===== src/rtl/lce_probe_tracer.sv =====
// lce_probe_tracer: captures changes of the LCE probe vector (and rising edges
// of the LCE alarm) into a small FIFO and streams each capture to a host as a
// UART 8N1 frame: header byte (0xA5 normal, 0x5A alarm) then the probe bytes,
// least-significant byte first.
//
// Ports:
//   clk_i        single clock, rising edge
//   rst_i        asynchronous active-high reset
//   enable_i     capture enable
//   probes_i     LCE probe vector (N_PROBES bits)
//   alarm_i      LCE alarm
//   clear_ovf_i  one-cycle pulse clearing overflow_o
//   uart_tx_o    8N1 serial output, idles high
//   busy_o       FIFO non-empty or transmitter active
//   overflow_o   sticky flag: a capture was dropped because the FIFO was full
module lce_probe_tracer #(
    parameter int unsigned N_PROBES     = 32,
    parameter int unsigned FIFO_DEPTH   = 16,
    parameter int unsigned CLKS_PER_BIT = 868
) (
    input  logic                clk_i,
    input  logic                rst_i,
    input  logic                enable_i,
    input  logic [N_PROBES-1:0] probes_i,
    input  logic                alarm_i,
    input  logic                clear_ovf_i,
    output logic                uart_tx_o,
    output logic                busy_o,
    output logic                overflow_o
);

    localparam int unsigned ENTRY_W    = N_PROBES + 1;
    localparam int unsigned AW         = $clog2(FIFO_DEPTH);
    localparam int unsigned PW         = AW + 1;
    localparam int unsigned NBYTES     = N_PROBES / 8;
    localparam int unsigned BYTE_CNT_W = 4;
    localparam int unsigned BAUD_W     = $clog2(CLKS_PER_BIT);
    localparam logic [7:0]  HDR_NORMAL = 8'hA5;
    localparam logic [7:0]  HDR_ALARM  = 8'h5A;

    typedef enum logic [2:0] {IDLE, LOAD, START, DATA, STOP} state_t;

    state_t                  state;
    logic [ENTRY_W-1:0]      mem [FIFO_DEPTH];
    logic [PW-1:0]           wr_ptr, rd_ptr;
    logic [N_PROBES-1:0]     last_cap;
    logic                    alarm_q;
    logic [N_PROBES-1:0]     frame_q;
    logic [7:0]              cur_byte;
    logic [BYTE_CNT_W-1:0]   bytes_left;
    logic [2:0]              bit_cnt;
    logic [BAUD_W-1:0]       baud_cnt;

    logic                    fifo_empty, fifo_full, pop, push, cap_event, ovf_set;
    logic                    baud_end, baud_pre, frame_done, fsm_busy_nxt;
    logic [PW-1:0]           wr_ptr_nxt, rd_ptr_nxt;
    logic [ENTRY_W-1:0]      rd_data;

    // FIFO status, capture decision and next-cycle busy prediction
    always_comb begin
        fifo_empty   = (wr_ptr == rd_ptr);
        fifo_full    = (wr_ptr[PW-1] != rd_ptr[PW-1]) && (wr_ptr[AW-1:0] == rd_ptr[AW-1:0]);
        pop          = (state == LOAD);
        cap_event    = enable_i && ((probes_i != last_cap) || (alarm_i && !alarm_q));
        push         = cap_event && (!fifo_full || pop);
        ovf_set      = cap_event && !push;
        wr_ptr_nxt   = wr_ptr + PW'(push);
        rd_ptr_nxt   = rd_ptr + PW'(pop);
        rd_data      = mem[rd_ptr[AW-1:0]];
        baud_end     = (baud_cnt == BAUD_W'(CLKS_PER_BIT - 1));
        baud_pre     = (baud_cnt == BAUD_W'(CLKS_PER_BIT - 2));
        frame_done   = (state == STOP) && baud_end && (bytes_left == '0);
        fsm_busy_nxt = (state == IDLE) ? !fifo_empty : !frame_done;
    end

    // FIFO storage; no reset needed, validity is tracked by the pointers
    always_ff @(posedge clk_i) begin
        if (push) begin
            mem[wr_ptr[AW-1:0]] <= {alarm_i, probes_i};
        end
    end

    // Capture tracking, FIFO pointers and status flags
    always_ff @(posedge clk_i or posedge rst_i) begin
        if (rst_i) begin
            wr_ptr     <= '0;
            rd_ptr     <= '0;
            last_cap   <= '0;
            alarm_q    <= 1'b0;
            overflow_o <= 1'b0;
            busy_o     <= 1'b0;
        end else begin
            wr_ptr  <= wr_ptr_nxt;
            rd_ptr  <= rd_ptr_nxt;
            alarm_q <= alarm_i;
            if (push) begin
                last_cap <= probes_i;
            end
            // a coinciding set beats the clear
            if (ovf_set) begin
                overflow_o <= 1'b1;
            end else if (clear_ovf_i) begin
                overflow_o <= 1'b0;
            end
            busy_o <= (wr_ptr_nxt != rd_ptr_nxt) || fsm_busy_nxt;
        end
    end

    // Frame/UART FSM. The stop bit of a frame's last byte hands over to LOAD one
    // cycle early when more data is queued, so LOAD fills the final stop-bit
    // cycle and back-to-back frames keep exact bit timing with no idle gap.
    always_ff @(posedge clk_i or posedge rst_i) begin
        if (rst_i) begin
            state      <= IDLE;
            uart_tx_o  <= 1'b1;
            frame_q    <= '0;
            cur_byte   <= '0;
            bytes_left <= '0;
            bit_cnt    <= '0;
            baud_cnt   <= '0;
        end else begin
            case (state)
                IDLE: begin
                    uart_tx_o <= 1'b1;
                    baud_cnt  <= '0;
                    if (!fifo_empty) begin
                        state <= LOAD;
                    end
                end
                LOAD: begin
                    frame_q    <= rd_data[N_PROBES-1:0];
                    cur_byte   <= rd_data[N_PROBES] ? HDR_ALARM : HDR_NORMAL;
                    bytes_left <= BYTE_CNT_W'(NBYTES);
                    uart_tx_o  <= 1'b0;
                    baud_cnt   <= '0;
                    state      <= START;
                end
                START: begin
                    if (baud_end) begin
                        baud_cnt  <= '0;
                        uart_tx_o <= cur_byte[0];
                        cur_byte  <= cur_byte >> 1;
                        bit_cnt   <= '0;
                        state     <= DATA;
                    end else begin
                        baud_cnt <= baud_cnt + BAUD_W'(1);
                    end
                end
                DATA: begin
                    if (baud_end) begin
                        baud_cnt <= '0;
                        if (bit_cnt == 3'd7) begin
                            uart_tx_o <= 1'b1;
                            state     <= STOP;
                        end else begin
                            uart_tx_o <= cur_byte[0];
                            cur_byte  <= cur_byte >> 1;
                            bit_cnt   <= bit_cnt + 3'd1;
                        end
                    end else begin
                        baud_cnt <= baud_cnt + BAUD_W'(1);
                    end
                end
                STOP: begin
                    if (bytes_left != '0 && baud_end) begin
                        cur_byte   <= frame_q[7:0];
                        frame_q    <= frame_q >> 8;
                        bytes_left <= bytes_left - BYTE_CNT_W'(1);
                        uart_tx_o  <= 1'b0;
                        baud_cnt   <= '0;
                        state      <= START;
                    end else if (bytes_left == '0 && baud_pre && !fifo_empty) begin
                        baud_cnt <= '0;
                        state    <= LOAD;
                    end else if (bytes_left == '0 && baud_end) begin
                        baud_cnt <= '0;
                        state    <= IDLE;
                    end else begin
                        baud_cnt <= baud_cnt + BAUD_W'(1);
                    end
                end
                default: begin
                    uart_tx_o <= 1'b1;
                    state     <= IDLE;
                end
            endcase
        end
    end

endmodule


===== config.mk =====
export PLATFORM = sky130hd
export DESIGN_NAME = lce_probe_tracer
export DESIGN_NICKNAME = d
export VERILOG_FILES = /design/src/rtl/lce_probe_tracer.sv
export SDC_FILE = /design/constraint.sdc
export NUM_CORES = 1
export LEC_CHECK = 0
export BUFFER_PORTS_ARGS = -buffer_cell sky130_fd_sc_hd__buf_4
export CORE_ASPECT_RATIO = 1.1
export CORE_UTILIZATION = 62
export DETAILED_ROUTE_END_ITERATION = 8
export PLACE_DENSITY_LB_ADDON = 0.1
export SLEW_MARGIN = 10
export SYNTH_ARGS = -nofsm -noshare
export SYNTH_HDL_FRONTEND = slang
export SYNTH_SLANG_ARGS = --single-unit

===== constraint.sdc =====
create_clock -name clk_i -period 5.8 [get_ports clk_i]
set_input_delay 1.74 -clock clk_i [delete_from_list [all_inputs] [get_ports clk_i]]
set_output_delay 1.74 -clock clk_i [all_outputs]
set_load 0.03 [all_outputs]

==> impl_results.md <==
- Synthesized area per cell: 19.63 sq um
- Critical Path RT: 6270 ps
- Main combinational cell family by area after synthesis: multiplexers
- Setup CP Type: in -> reg
- Unique masters post-synth: 51
- CTS sink count: 634
- Asr flop ratio synth: 16.72%
- RSZ-0062 raised after global routing: false
- Min Tclk post-route: 4343 ps
- Slew Limit Fails: 0
- Worst-path maximum fanout: 33
- Final-stage net count: 1392
- Drt via density: 6.461
- Multiplexer share of the synthesized area: 14.63%
- Area contributors post-synth: edfxtp_1 (63%), mux4_2 (13%), dfrtp_1 (11%)
- Clock tree from TritonCTS: done
- Routed length per placed instance: 27.16 um
- Period utilization: 74.87%
- Hold Path Class: reg -> reg
- Sw Pwr: 4.082 mW
- Largest area contributor in the netlist: edfxtp_1
- Power Density: 484.8 nW/um^2
- Leak Pwr: 9.357 nW
- Gr usage total: 26.15%
- Post-cts resize count: 0
- R2r worst-path depth: 10
- Critical Path End Type: flip-flop
- Share of post-route cells with drive strength above 1: 25.97%
- Combinational Power Share: 27.7%
- Area grow syn2layout: 11.61%
- Worst slew pin tran: 1091 ps
- GRT Residual Overflow: 0
- Setup TNS: 0 ps
- Worst slew margin: 26.84%
- Detail Route Antenna Nets: 0
- Post-layout util: 70.63%
- Final setup fails: 0
- FILL cells: 2385
- RePlAce Congestion: 0.7706
- IO Port Bufs: 39
- Simple-Gate Fraction of Synth Area: 2.751%
- Die Width: 193.4 um
- WP data arrival: 4810 ps
- Share of the synthesized area in the top cell type: 63.49%
- Reg-to-reg critical path endpoint: mem[13][0]$_DFFE_PP_
- Antenna cells: 0
- CTS Root Cell: clkbuf_16
- Longest Clk Path Bufs: 3
- Synth Area in Adders: 0.4509%
- Part of the power in registers: 44.4%
- Commonest register cell after synthesis: edfxtp_1
- Critical Path Source: probes_i[31]
- Pint: 9.430 mW
- Hold Path End: uart_tx_o$_DFFE_PP1P_
- IO Pins: 40
- Post-placement cell count: 1792
- Post-Syn Area: 24970 sq um
- Worst skew pair latency: 620 ps
- Final hold violation count: 0
- Global-route wire length before repair: 77770 um
- EDFF count, synth: 528
- Seq/Total Area, Yosys: 74.12%
- Rows: 76
- Layout Cells excl Fill: 1901
- Full die area: 41090 sq um
- Hold Crit Depth: 2
- F_max: 230.3 MHz
- Ys Warns: 0
- Skew final: 25.40 ps
- Pin count of the biggest net entering global routing: 63
- # hold bufs at CTS: 0
- Vias in the first global route: 12470
- Max-Cap Viols: 0
- Flop2flop setup slack: 2200 ps
- Worst Setup Start Kind: primary input
- Clock-pin slew on the worst setup and hold paths: 60 ps
- Switching share of power: 30.21%
- Syn Nets: 1318
- R2R Path Start: state[2]$_DFFE_PP0P_
- Gate count after technology mapping: 1272
- Synth Area in XOR/XNOR: 1.999%
- Post-DP HPWL: 30150 um
- DR iter-0 viols: 1041
- Clock power share: 27.9%
- H-tree depth: 2
- Min-Delay Startpoint: uart_tx_o$_DFFE_PP1P_
- Seq cells post-synth: 634
- Outcome: complete, no violations
- Pre-antenna DRT Iters: 5
- Initial core utilization: 63.28%
- Max VDD drop: 0.3182 mV
- Antenna violations before repair: 0
- Core area: 39460 sq um
- Compound-Gate Fraction of Synth Area: 4.384%
- DRC viols: 0
- Setup bufs post-CTS: 0
- Number of CTS-inserted buffers: 59
- Vias: 12280
- Final wirelength: 51630 um
- Die Height: 212.5 um
==> routing by layer <==
layer / vias up / track usage [%] / share of wire (%) / wire, um
met1: 6425 / 35.99 / 40 / 20910
met2: 467 / 42.70 / 49 / 25500
met3: 93 / 4.600 / 7.1 / 3653
met4: 0 / 9.848 / 3.0 / 1572
met5: - / 0 / 0 / 0
li1: 5298 / - / - / -
==> cells in the final DEF, fill, tap and decap left out, types with 6 or more instances in the layout <==
master,Yosys,layout
clkinv_2,0,6
buf_4,4,83
mux2_2,12,12
nor4_1,14,8
clkbuf_1,31,20
mux2_4,21,21
mux4_2,140,140
nor3_2,0,10
nor2_1,42,40
bufinv_16,0,6
a22o_1,16,16
ha_1,9,9
o21ai_0,14,14
xor2_1,42,42
nand4_1,7,7
inv_1,12,11
xnor2_1,15,15
a21oi_1,79,79
nand3_1,11,11
clkbuf_16,0,60
clkinv_1,0,13
nand2_1,27,27
edfxtp_1,528,528
a22oi_1,49,49
dfrtp_1,105,103
nor4_2,0,6
==> area by class of cell <==
type	instances	area (sq um)	share of cell area, %
tap	507	634.4	2.276
multi-input combinational	554	6150	22.06
clock buffer	80	1577	5.656
clock inverter	29	299.0	1.073
timing repair buffer	84	643.1	2.307
inverter	13	53.80	0.1930
sequential	634	18520	66.43
==> state kept, by name (all words and copies together) (netlist names) <==
register,cells
bit_cnt,3
state,3
alarm_q,1
baud_cnt,10
overflow_o,1
uart_tx_o,1
mem,528
last_cap,32
busy_o,1
bytes_left,4
wr_ptr,5
rd_ptr,5
frame_q,32
cur_byte,8
==> metrics by stage <==
step	cell area [sq um]	power, mW	hold slack, ps	setup slack, ps
after floorplan	24970	8.745	463.2	-327.5
after global placement	26000	9.785	470.2	941.8
after detailed placement	26000	9.856	485.6	793.2
after CTS	27870	13.62	494.5	1428
after global routing	27870	14.06	514.5	1367
final	27870	13.51	487.2	1457
==> power groups by stage <==
stage / clock, mW / combinational (mW) / sequential (mW)
after CTS: 3.83 / 3.78 / 6.01
after global routing: 3.98 / 4.02 / 6.07
after detailed placement: 0 / 3.76 / 6.10
final: 3.76 / 3.74 / 6.00
after floorplan: 0 / 2.88 / 5.87
after global placement: 0 / 3.72 / 6.07
==> how the worst max path moves through the flow <==
stage | depth (start not counted) | to
after floorplan | 7 | mem[12][0]$_DFFE_PP_
after global placement | 13 | busy_o$_DFF_PP0_
after detailed placement | 13 | busy_o$_DFF_PP0_
after CTS | 13 | busy_o$_DFF_PP0_
after global routing | 13 | busy_o$_DFF_PP0_
final | 13 | busy_o$_DFF_PP0_
==> cell usage after synthesis (2+ instances only) <==
master / number
mux2_4: 21
a22oi_1: 49
a21oi_1: 79
inv_1: 12
ha_1: 9
o31ai_1: 2
nand3_1: 11
and3_1: 3
mux4_2: 140
mux2i_1: 5
mux2_2: 12
buf_2: 25
xor2_1: 42
nand4_1: 7
xnor2_1: 15
buf_1: 4
nand2_1: 27
o21ai_0: 14
o22a_1: 4
o22ai_1: 2
nor3_1: 14
dfrtp_1: 105
a22o_1: 16
nor2b_1: 2
or3_1: 2
nand2b_1: 4
edfxtp_1: 528
nor2_1: 42
and2_1: 2
clkbuf_1: 31
buf_6: 7
buf_4: 4
nor4_1: 14
==> cells by family after synthesis <==
logic type | Yosys count
AO/OA/AOI/OAI | 173
adder cells (fa/ha/maj) | 9
AND/OR/NAND/NOR | 137
multiplexers | 178
flip-flops | 634
buffers and inverters | 84
XOR/XNOR | 57
==> worst max-delay path, stage by stage <==
cell	delay (ps)
buf_4	170
xor2_1	160
nor4_1	520
nand4_1	220
nor3_1	440
or2_1	240
inv_4	230
ha_1	300
ha_1	300
xnor2_1	150
nand3_1	100
nor2_1	120
nand4_1	100
Power figures use the tool's default switching activity.
